### src/rtl/arb_pkg.sv
// Shared definitions for the request arbiter.
//   arb_state_e      : arbiter FSM encoding (IDLE / GRANT / GAP)
//   ARB_N_DEF        : default number of requesters
//   ARB_MAX_HOLD_DEF : default maximum consecutive grant cycles
package arb_pkg;

    typedef enum logic [1:0] {
        IDLE  = 2'd0,
        GRANT = 2'd1,
        GAP   = 2'd2
    } arb_state_e;

    localparam int ARB_N_DEF        = 4;
    localparam int ARB_MAX_HOLD_DEF = 8;

endpackage

### src/rtl/arb_prio_pick.sv
// Combinational pick-highest-set over an N-bit vector.
// Ports:
//   req_vec  in  N     candidate vector
//   pick_oh  out N     one-hot of the highest set bit (0 if none)
//   pick_idx out ID_W  binary index of that bit (0 if none)
//   pick_any out 1     any bit set
module arb_prio_pick #(
    parameter int N    = 4,
    parameter int ID_W = $clog2(N)
) (
    input  logic [N-1:0]    req_vec,
    output logic [N-1:0]    pick_oh,
    output logic [ID_W-1:0] pick_idx,
    output logic            pick_any
);

    // Ascending scan: the last set bit seen is the highest one.
    always_comb begin
        pick_oh  = '0;
        pick_idx = '0;
        pick_any = 1'b0;
        for (int unsigned i = 0; i < N; i++) begin
            if (req_vec[i]) begin
                pick_oh    = '0;
                pick_oh[i] = 1'b1;
                pick_idx   = ID_W'(i);
                pick_any   = 1'b1;
            end
        end
    end

endmodule

### src/rtl/req_arbiter.sv
// Sequential N-way arbiter: registered one-hot grant held until the owner
// releases, withdraws, or the hold limit expires; then one GAP cycle.
// Optional macro REQ_ARBITER_RR_EN selects round-robin winner selection;
// without it, the highest asserted index wins.
// Ports:
//   clk       in  1     rising-edge clock
//   rst_n     in  1     asynchronous active-low reset
//   req       in  N     request levels, bit i = requester i
//   release_i in  1     owner done (sampled only while a grant is active)
//   gnt       out N     registered one-hot grant, 0 when idle
//   gnt_id    out ID_W  index of granted requester, 0 when idle
//   gnt_vld   out 1     grant active (|gnt)
//   timeout   out 1     one-cycle pulse after a hold-limit revocation
module req_arbiter
    import arb_pkg::*;
#(
    parameter int N        = ARB_N_DEF,
    parameter int ID_W     = $clog2(N),
    parameter int MAX_HOLD = ARB_MAX_HOLD_DEF
) (
    input  logic            clk,
    input  logic            rst_n,
    input  logic [N-1:0]    req,
    input  logic            release_i,
    output logic [N-1:0]    gnt,
    output logic [ID_W-1:0] gnt_id,
    output logic            gnt_vld,
    output logic            timeout
);

    localparam int              CNT_W    = $clog2(MAX_HOLD + 1);
    localparam logic [CNT_W-1:0] HOLD_LIM = CNT_W'(MAX_HOLD - 1);

    arb_state_e       state_q, state_d;
    logic [N-1:0]     gnt_q, gnt_d;
    logic [ID_W-1:0]  gnt_id_q, gnt_id_d;
    logic [CNT_W-1:0] hold_q, hold_d;
    logic             timeout_q, timeout_d;

    logic [N-1:0]     pick_in, pick_oh, win_oh;
    logic [ID_W-1:0]  pick_idx, win_id;
    logic             pick_any;
    logic             owner_done, hold_at_lim;

    arb_prio_pick #(.N(N), .ID_W(ID_W)) u_pick (
        .req_vec  (pick_in),
        .pick_oh  (pick_oh),
        .pick_idx (pick_idx),
        .pick_any (pick_any)
    );

`ifdef REQ_ARBITER_RR_EN
    logic [ID_W-1:0] ptr_q, ptr_d;
    logic [ID_W-1:0] rr_src;

    // Bit j of the picker input carries requester (ptr+N-j) mod N, so the
    // picker's top bit is ptr+1 and descending bits follow ptr+2, ptr+3...
    // The same mapping rotates the one-hot and the index back.
    always_comb begin
        pick_in = '0;
        win_oh  = '0;
        rr_src  = '0;
        for (int unsigned j = 0; j < N; j++) begin
            rr_src          = ID_W'((32'(ptr_q) + N - j) % N);
            pick_in[j]      = req[rr_src];
            win_oh[rr_src]  = pick_oh[j];
        end
        win_id = ID_W'((32'(ptr_q) + N - 32'(pick_idx)) % N);
    end
`else
    always_comb begin
        pick_in = req;
        win_oh  = pick_oh;
        win_id  = pick_idx;
    end
`endif

    // A withdrawn request ends the grant exactly like a release.
    assign owner_done  = release_i | ~req[gnt_id_q];
    assign hold_at_lim = (hold_q == HOLD_LIM);

    always_comb begin
        state_d   = state_q;
        gnt_d     = gnt_q;
        gnt_id_d  = gnt_id_q;
        hold_d    = hold_q;
        timeout_d = 1'b0;
`ifdef REQ_ARBITER_RR_EN
        ptr_d     = ptr_q;
`endif
        unique case (state_q)
            IDLE: begin
                if (pick_any) begin
                    gnt_d    = win_oh;
                    gnt_id_d = win_id;
                    hold_d   = '0;
                    state_d  = GRANT;
`ifdef REQ_ARBITER_RR_EN
                    ptr_d    = win_id;
`endif
                end
            end
            GRANT: begin
                if (owner_done || hold_at_lim) begin
                    gnt_d     = '0;
                    gnt_id_d  = '0;
                    state_d   = GAP;
                    // Release (or withdrawal) takes precedence over the limit.
                    timeout_d = hold_at_lim & ~owner_done;
                end else begin
                    // Exiting at the limit keeps the counter from ever wrapping.
                    hold_d = hold_q + 1'b1;
                end
            end
            GAP: begin
                state_d = IDLE;
            end
            default: begin
                state_d  = IDLE;
                gnt_d    = '0;
                gnt_id_d = '0;
                hold_d   = '0;
            end
        endcase
    end

    always_ff @(posedge clk or negedge rst_n) begin
        if (!rst_n) begin
            state_q   <= IDLE;
            gnt_q     <= '0;
            gnt_id_q  <= '0;
            hold_q    <= '0;
            timeout_q <= 1'b0;
        end else begin
            state_q   <= state_d;
            gnt_q     <= gnt_d;
            gnt_id_q  <= gnt_id_d;
            hold_q    <= hold_d;
            timeout_q <= timeout_d;
        end
    end

`ifdef REQ_ARBITER_RR_EN
    always_ff @(posedge clk or negedge rst_n) begin
        if (!rst_n) begin
            ptr_q <= ID_W'(N - 2);
        end else begin
            ptr_q <= ptr_d;
        end
    end
`endif

    assign gnt     = gnt_q;
    assign gnt_id  = gnt_id_q;
    assign gnt_vld = |gnt_q;
    assign timeout = timeout_q;

endmodule
### config.mk
export PLATFORM = sky130hd
export DESIGN_NAME = req_arbiter
export DESIGN_NICKNAME = d
export VERILOG_FILES = /design/src/rtl/arb_pkg.sv /design/src/rtl/arb_prio_pick.sv /design/src/rtl/req_arbiter.sv
export SDC_FILE = /design/constraint.sdc
export NUM_CORES = 1
export LEC_CHECK = 0
export BUFFER_PORTS_ARGS = -buffer_cell sky130_fd_sc_hd__buf_2
export CAP_MARGIN = 10
export CORE_MARGIN = 5
export CORE_UTILIZATION = 52
export DETAILED_ROUTE_END_ITERATION = 8
export GPL_TIMING_DRIVEN = 0
export HOLD_SLACK_MARGIN = 0.06
export PLACE_DENSITY = 0.84
export SYNTH_ARGS = -nofsm -noshare
export SYNTH_HDL_FRONTEND = slang
export SYNTH_HIERARCHICAL = 1
export SYNTH_SLANG_ARGS = --single-unit
### constraint.sdc
create_clock -name clk -period 1.8 [get_ports clk]
set_input_delay 0.27 -clock clk [delete_from_list [all_inputs] [get_ports clk]]
set_output_delay 0.27 -clock clk [all_outputs]
set_load 0.02 [all_outputs]
# After elaboration in Yosys (flattened, before gate mapping)
# Index checks and enable logic that the tools add are counted.
word_totals:
  ff_bits: 13
  elab_cells: 51
  out_inout_bits: 8
  inputBits: 7
op_classes:
  reduce_logical: 6
  muxes: 27
  magnitude_cmp: 1
  n_eq_ne: 6
  bitwise: 5
  addsub: 1
op_table:
  columns: ["operator", "n"]
  rows:
  - ["4-bit case mux with 3 select lines", 2]
  - ["4-bit two-way mux", 5]
  - ["2-bit two-way mux", 7]
  - ["1-bit two-way mux", 9]
  - ["2-bit inequality test, second input constant", 3]
  - ["2-bit case mux with 3 select lines", 1]
  - ["3-bit AND reduction", 2]
  - ["4-bit by 1-bit adder with 4-bit output, second input constant", 1]
  - ["4-bit by 3-bit equality test with 1-bit output, second input constant", 1]
  - ["2-bit case mux with 2 select lines", 1]
  - ["4-bit OR reduction", 1]
  - ["2-bit by 3-bit < comparator with 1-bit output, second input constant", 1]
  - ["3-bit two-way mux", 1]
  - ["1-bit inverter", 3]
  - ["1-bit binary-select mux with 2-bit select", 1]
  - ["2-bit by 1-bit equality test with 1-bit output, second input constant", 1]
  - ["2-bit equality test, second input constant", 1]
  - ["2-bit logical NOT", 1]
  - ["2-bit AND reduction", 1]
  - ["1-bit AND", 1]
  - ["1-bit logical OR", 1]
  - ["1-bit OR", 1]

# Depth between registers and ports, before layout
logic_depth:
  depth_word: 8
  ltp_mapped: 7
  depth_no_buf: 6

# Cells and area by module
# Netlist, hierarchy kept.
by_module_without_submodules:
  columns: ["module", "area_per_inst_um2", "n_inst", "seq_area_each_um2", "cells_per_inst"]
  rows:
  - ["req_arbiter", 700.7, 1, 325.3, 62]
  - ["arb_prio_pick", 52.6, 1, 0.0, 9]

# Worst setup path before layout
# No wires, ideal clock.
synth_timing:
  path_kind: "input -> register"
  start: "in req[2]"
  end: "reg hold_q[2]"
  required_ns: 1.673
  n_path_buf: 1
  path_slack_ns: 0.091
  arrival_time_ns: 1.583
  cell_stages: 7
  cell_sequence: "or2_4 or3_1 nor2b_1 buf_2 nor2_1 nor3b_1 o2bb2a_1"
synth_via:
  word_cells_on_any_way: 10
  cone_classes: "2 x eq/ne; 4 x mux; 2 x bitwise; 2 x reduce/logical"
synth_lines:
  columns: ["element", "line", "rtl"]
  rows:
  - ["start, declared", "req_arbiter.sv:23", "input logic [N-1:0] req,"]
  - ["1-bit two-way mux (2 in series)", "arb_prio_pick.sv:23", "if (req_vec[i]) begin"]
  - ["net pick_any", "req_arbiter.sv:42", "logic pick_any;"]
  - ["2-bit inequality test (no line)", null, null]
  - ["3-bit AND reduction (no line)", null, null]
  - ["end signal, assigned", "req_arbiter.sv:138", "hold_q <= hold_d;"]
  - ["end, declared", "req_arbiter.sv:37", "logic [CNT_W-1:0] hold_q, hold_d;"]
# The timed path passes the listed nets, and every way through them passes these cells. The select of a mux whose other input is x is not followed.
# A chain may end at the register's enable or synchronous reset.

# Worst setup path after layout
layout_timing:
  start: "in req[3]"
  end: "reg hold_q[2]"
layout_via:
  word_cells_on_any_way: 9
  cone_classes: "2 x eq/ne; 3 x mux; 2 x bitwise; 2 x reduce/logical"
layout_lines:
  columns: ["element", "line"]
  rows:
  - ["1-bit two-way mux", "arb_prio_pick.sv:23"]
  - ["net pick_any", "req_arbiter.sv:42"]
  - ["2-bit inequality test (no line)", null]
  - ["3-bit AND reduction (no line)", null]
# The timed path passes the listed nets, and every way through them passes these cells. The select of a mux whose other input is x is not followed.

==> run metrics <==
syn_nets 79; vias around 600; Post CTS Setup Buffer Count 0; # IOs 15; Sink Count 13; # nets final 99; Worst Setup Path Type in2reg; Worst Setup Start Kind input port; Die ar. 2310 um2; main area contributors after synthesis dfrtp_1, mux2i_1, o2bb2ai_1; grt ovf 0; Hold Crit Class in2async; WP buf/inv 2; FMAX 591 MHz; PnR worst setup slack 0.108 ns; drt via density 5.67; Synth Flop Type dfrtp_1; # port buffers 14; GRT Util Overall 0.165; Max Transition Viols Final 0; hpwl dp approximately 1.1 mm; slowest CP cell or3_1; drt pass-1 iters 4; unrepaired setup endpoints after global routing false; area leader, netlist dfrtp_1; post-synth top area share 0.432; Comb power frac 0.467; wirelength, routed 1.47 mm; core area 1330 um2; top routing layer used met4; max_slew headroom 0.632; maxcap violations 0; Post-Synthesis Cells 71; Max clock buf depth 2; Switch Pwr roughly 0.00050 W; CTS Buf Count 3; Synth Register Bits 13; static leakage between 0.4 and 0.5 nW; YS warnings 6; commonest cells after routing, fill and taps aside buf_2, dfrtp_1, mux2i_1, o2bb2ai_1, nor2_1; minimum clock period about 1.7 ns; gpl congestion 0.827; Layout area overhead 16.6%; share of post-route cells with drive strength above 1 0.322; power per cell area 1350 nW/um2; Clk network pwr share 0.157; status finished, final reports clean; Peak VDD IR 817 uV; Clock Skews 0.00801 ns; vias in the first global route 616; overall power 0.00119 W; Final TNS setup 0 ns; first-pass GRT wire length 2.57 mm; sequential share of the synthesized area 0.432; Ant. Diodes 0; die span in y around 48 um; number of flops mapped to enable cells by yosys 0; largest net degree at the start of global routing 14; Internal 0.000690 W; Hold Vio Cnt, Final 0; Die X 48.1 um; root buffer cell clkbuf_4; count of distinct cell types in the synthesized netlist 33; DR iter-0 viols 15; hold slack about 0.39 ns; CP endpoint kind flip-flop; met2 wire len between 600 and 700 um; initial core utilization 0.565; WL met1 661 um; CTS tree built; ANT nets after route 0; initial antenna violation count 0; cell row count 13; most common cell after layout, fill and taps aside buf_2; setup slack after placement -0.159 ns; Filler cells 106; Slew @ Worst Pin 0.549 ns; Mapped Area 753 um2; switching share of power 0.418; critical path required time 1.97 ns; # H-tree levels 1; # DRC 0; CP Data Arrival Time 1.86 ns; CP peak stage delay ~0.30 ns; CP most frequent cell buf_2; Avg Cell Area, Syn 10.6 um2; Final period util 0.940; latest clock arrival within the worst-skew pair 0.28 ns; Met3 Routed Length approximately 70 um; Async S/R FF share, synth 1.00; critical path cell sequence buf_2 > or2_4 > or3_1 > nor2b_1 > buf_2 > nor2_1 > nor3b_1 > o2bb2a_1; crit-path max FO 10; critical path's top delay family simple AND/OR/NAND/NOR gates; Avg WL per Cell between 10 and 15 um; final setup violating endpoints 0; Clock transition at path regs 0.08 ns; Flop pwr share 0.375
repair_timing:
action | in CTS | in global routing
hold buffers | 1 | 0
hold endpoints to repair | 13 | 0
resized for setup | 0 | 0
endpoints found under the setup margin | 0 | 0
synthesized netlist by cell type (2+ instances only):
| cell | n |
|---|---|
| o2bb2ai_1 | 6 |
| nor3b_1 | 2 |
| dfrtp_1 | 13 |
| o21ai_0 | 2 |
| nand2_1 | 4 |
| nand3_1 | 3 |
| or4_1 | 2 |
| inv_1 | 3 |
| mux2_2 | 2 |
| mux2i_1 | 6 |
| nor2b_1 | 2 |
| nor2_1 | 5 |
sequential cells by signal (all words and copies together), names as in the netlist:
signal and cells:
gnt_id 2, timeout 1, gnt 4, state_q 2, hold_q 4
kinds of logic after synthesis:
kind of cell    count (synthesis)  share of synthesized area
compound gates                 17                      0.204
fa+ha+maj                       1                     0.0166
flops                          13                      0.432
mux                             8                      0.110
buf+inv                         6                     0.0365
simple gates                   26                      0.201
power groups by stage:
stage | combinational, W | clock [W] | sequential (W)
2_1_floorplan | 0.000362 | 0 | 0.000494
3_3_place_gp | 0.000541 | 0 | 0.000445
3_5_place_dp | 0.000556 | 0 | 0.000451
4_1_cts | 0.000559 | 0.000193 | 0.000445
5_1_grt | 0.000613 | 0.000207 | 0.000460
6_report | 0.000555 | 0.000186 | 0.000445
routing by layer:
layer  global-route usage  vias to the layer above
met4               0.0968                        0
li1                     -                      296
met3               0.0338                        5
met2                0.269                       11
met1                0.200                      283
met5                    0                        -
worst reg2reg max path, stage by stage (launching register included):
cell     delay [ns]
dfrtp_1        0.43
mux2_2         0.38
a22oi_4        0.30
nor3_2         0.16
o22a_2         0.24
layout make-up:
class | count | area (um2) | share of cell area
Multi-Input combinational cell | 52 | 400 | 0.456
Sequential cell | 13 | 325 | 0.370
Timing Repair Buffer | 15 | 80.1 | 0.0912
Clock buffer | 4 | 26.3 | 0.0299
Tap cell | 15 | 18.8 | 0.0214
Buffer | 3 | 16.3 | 0.0185
Inverter | 3 | 11.3 | 0.0128
path summary, 6_finish.rpt:
kind / from / endpoint / slack, ns / depth (start not counted)
max: req[3] / hold_q[2] / 0.11 / 8
min: rst_n / gnt[1] / 0.39 / 2
max reg2reg: gnt_id[1] / hold_q[0] / 0.19 / 4
min reg2reg: gnt[3] / gnt[3] / 0.54 / 1
max in group asynchronous: rst_n / hold_q[2] / 1.17 / 2
min in group clk: req[1] / gnt[0] / 0.41 / 4
through the flow:
| step | cell area, um2 | utilization | instances |
|---|---|---|---|
| 5_1_grt | 878 | 0.659 | 105 |
| 3_5_place_dp | 842 | 0.631 | 100 |
| 6_report | 878 | 0.659 | 105 |
| 3_3_place_gp | 842 | 0.631 | 100 |
| 2_1_floorplan | 753 | - | 71 |
| 4_1_cts | 878 | 0.659 | 105 |
(Power assumes the default switching activity.)
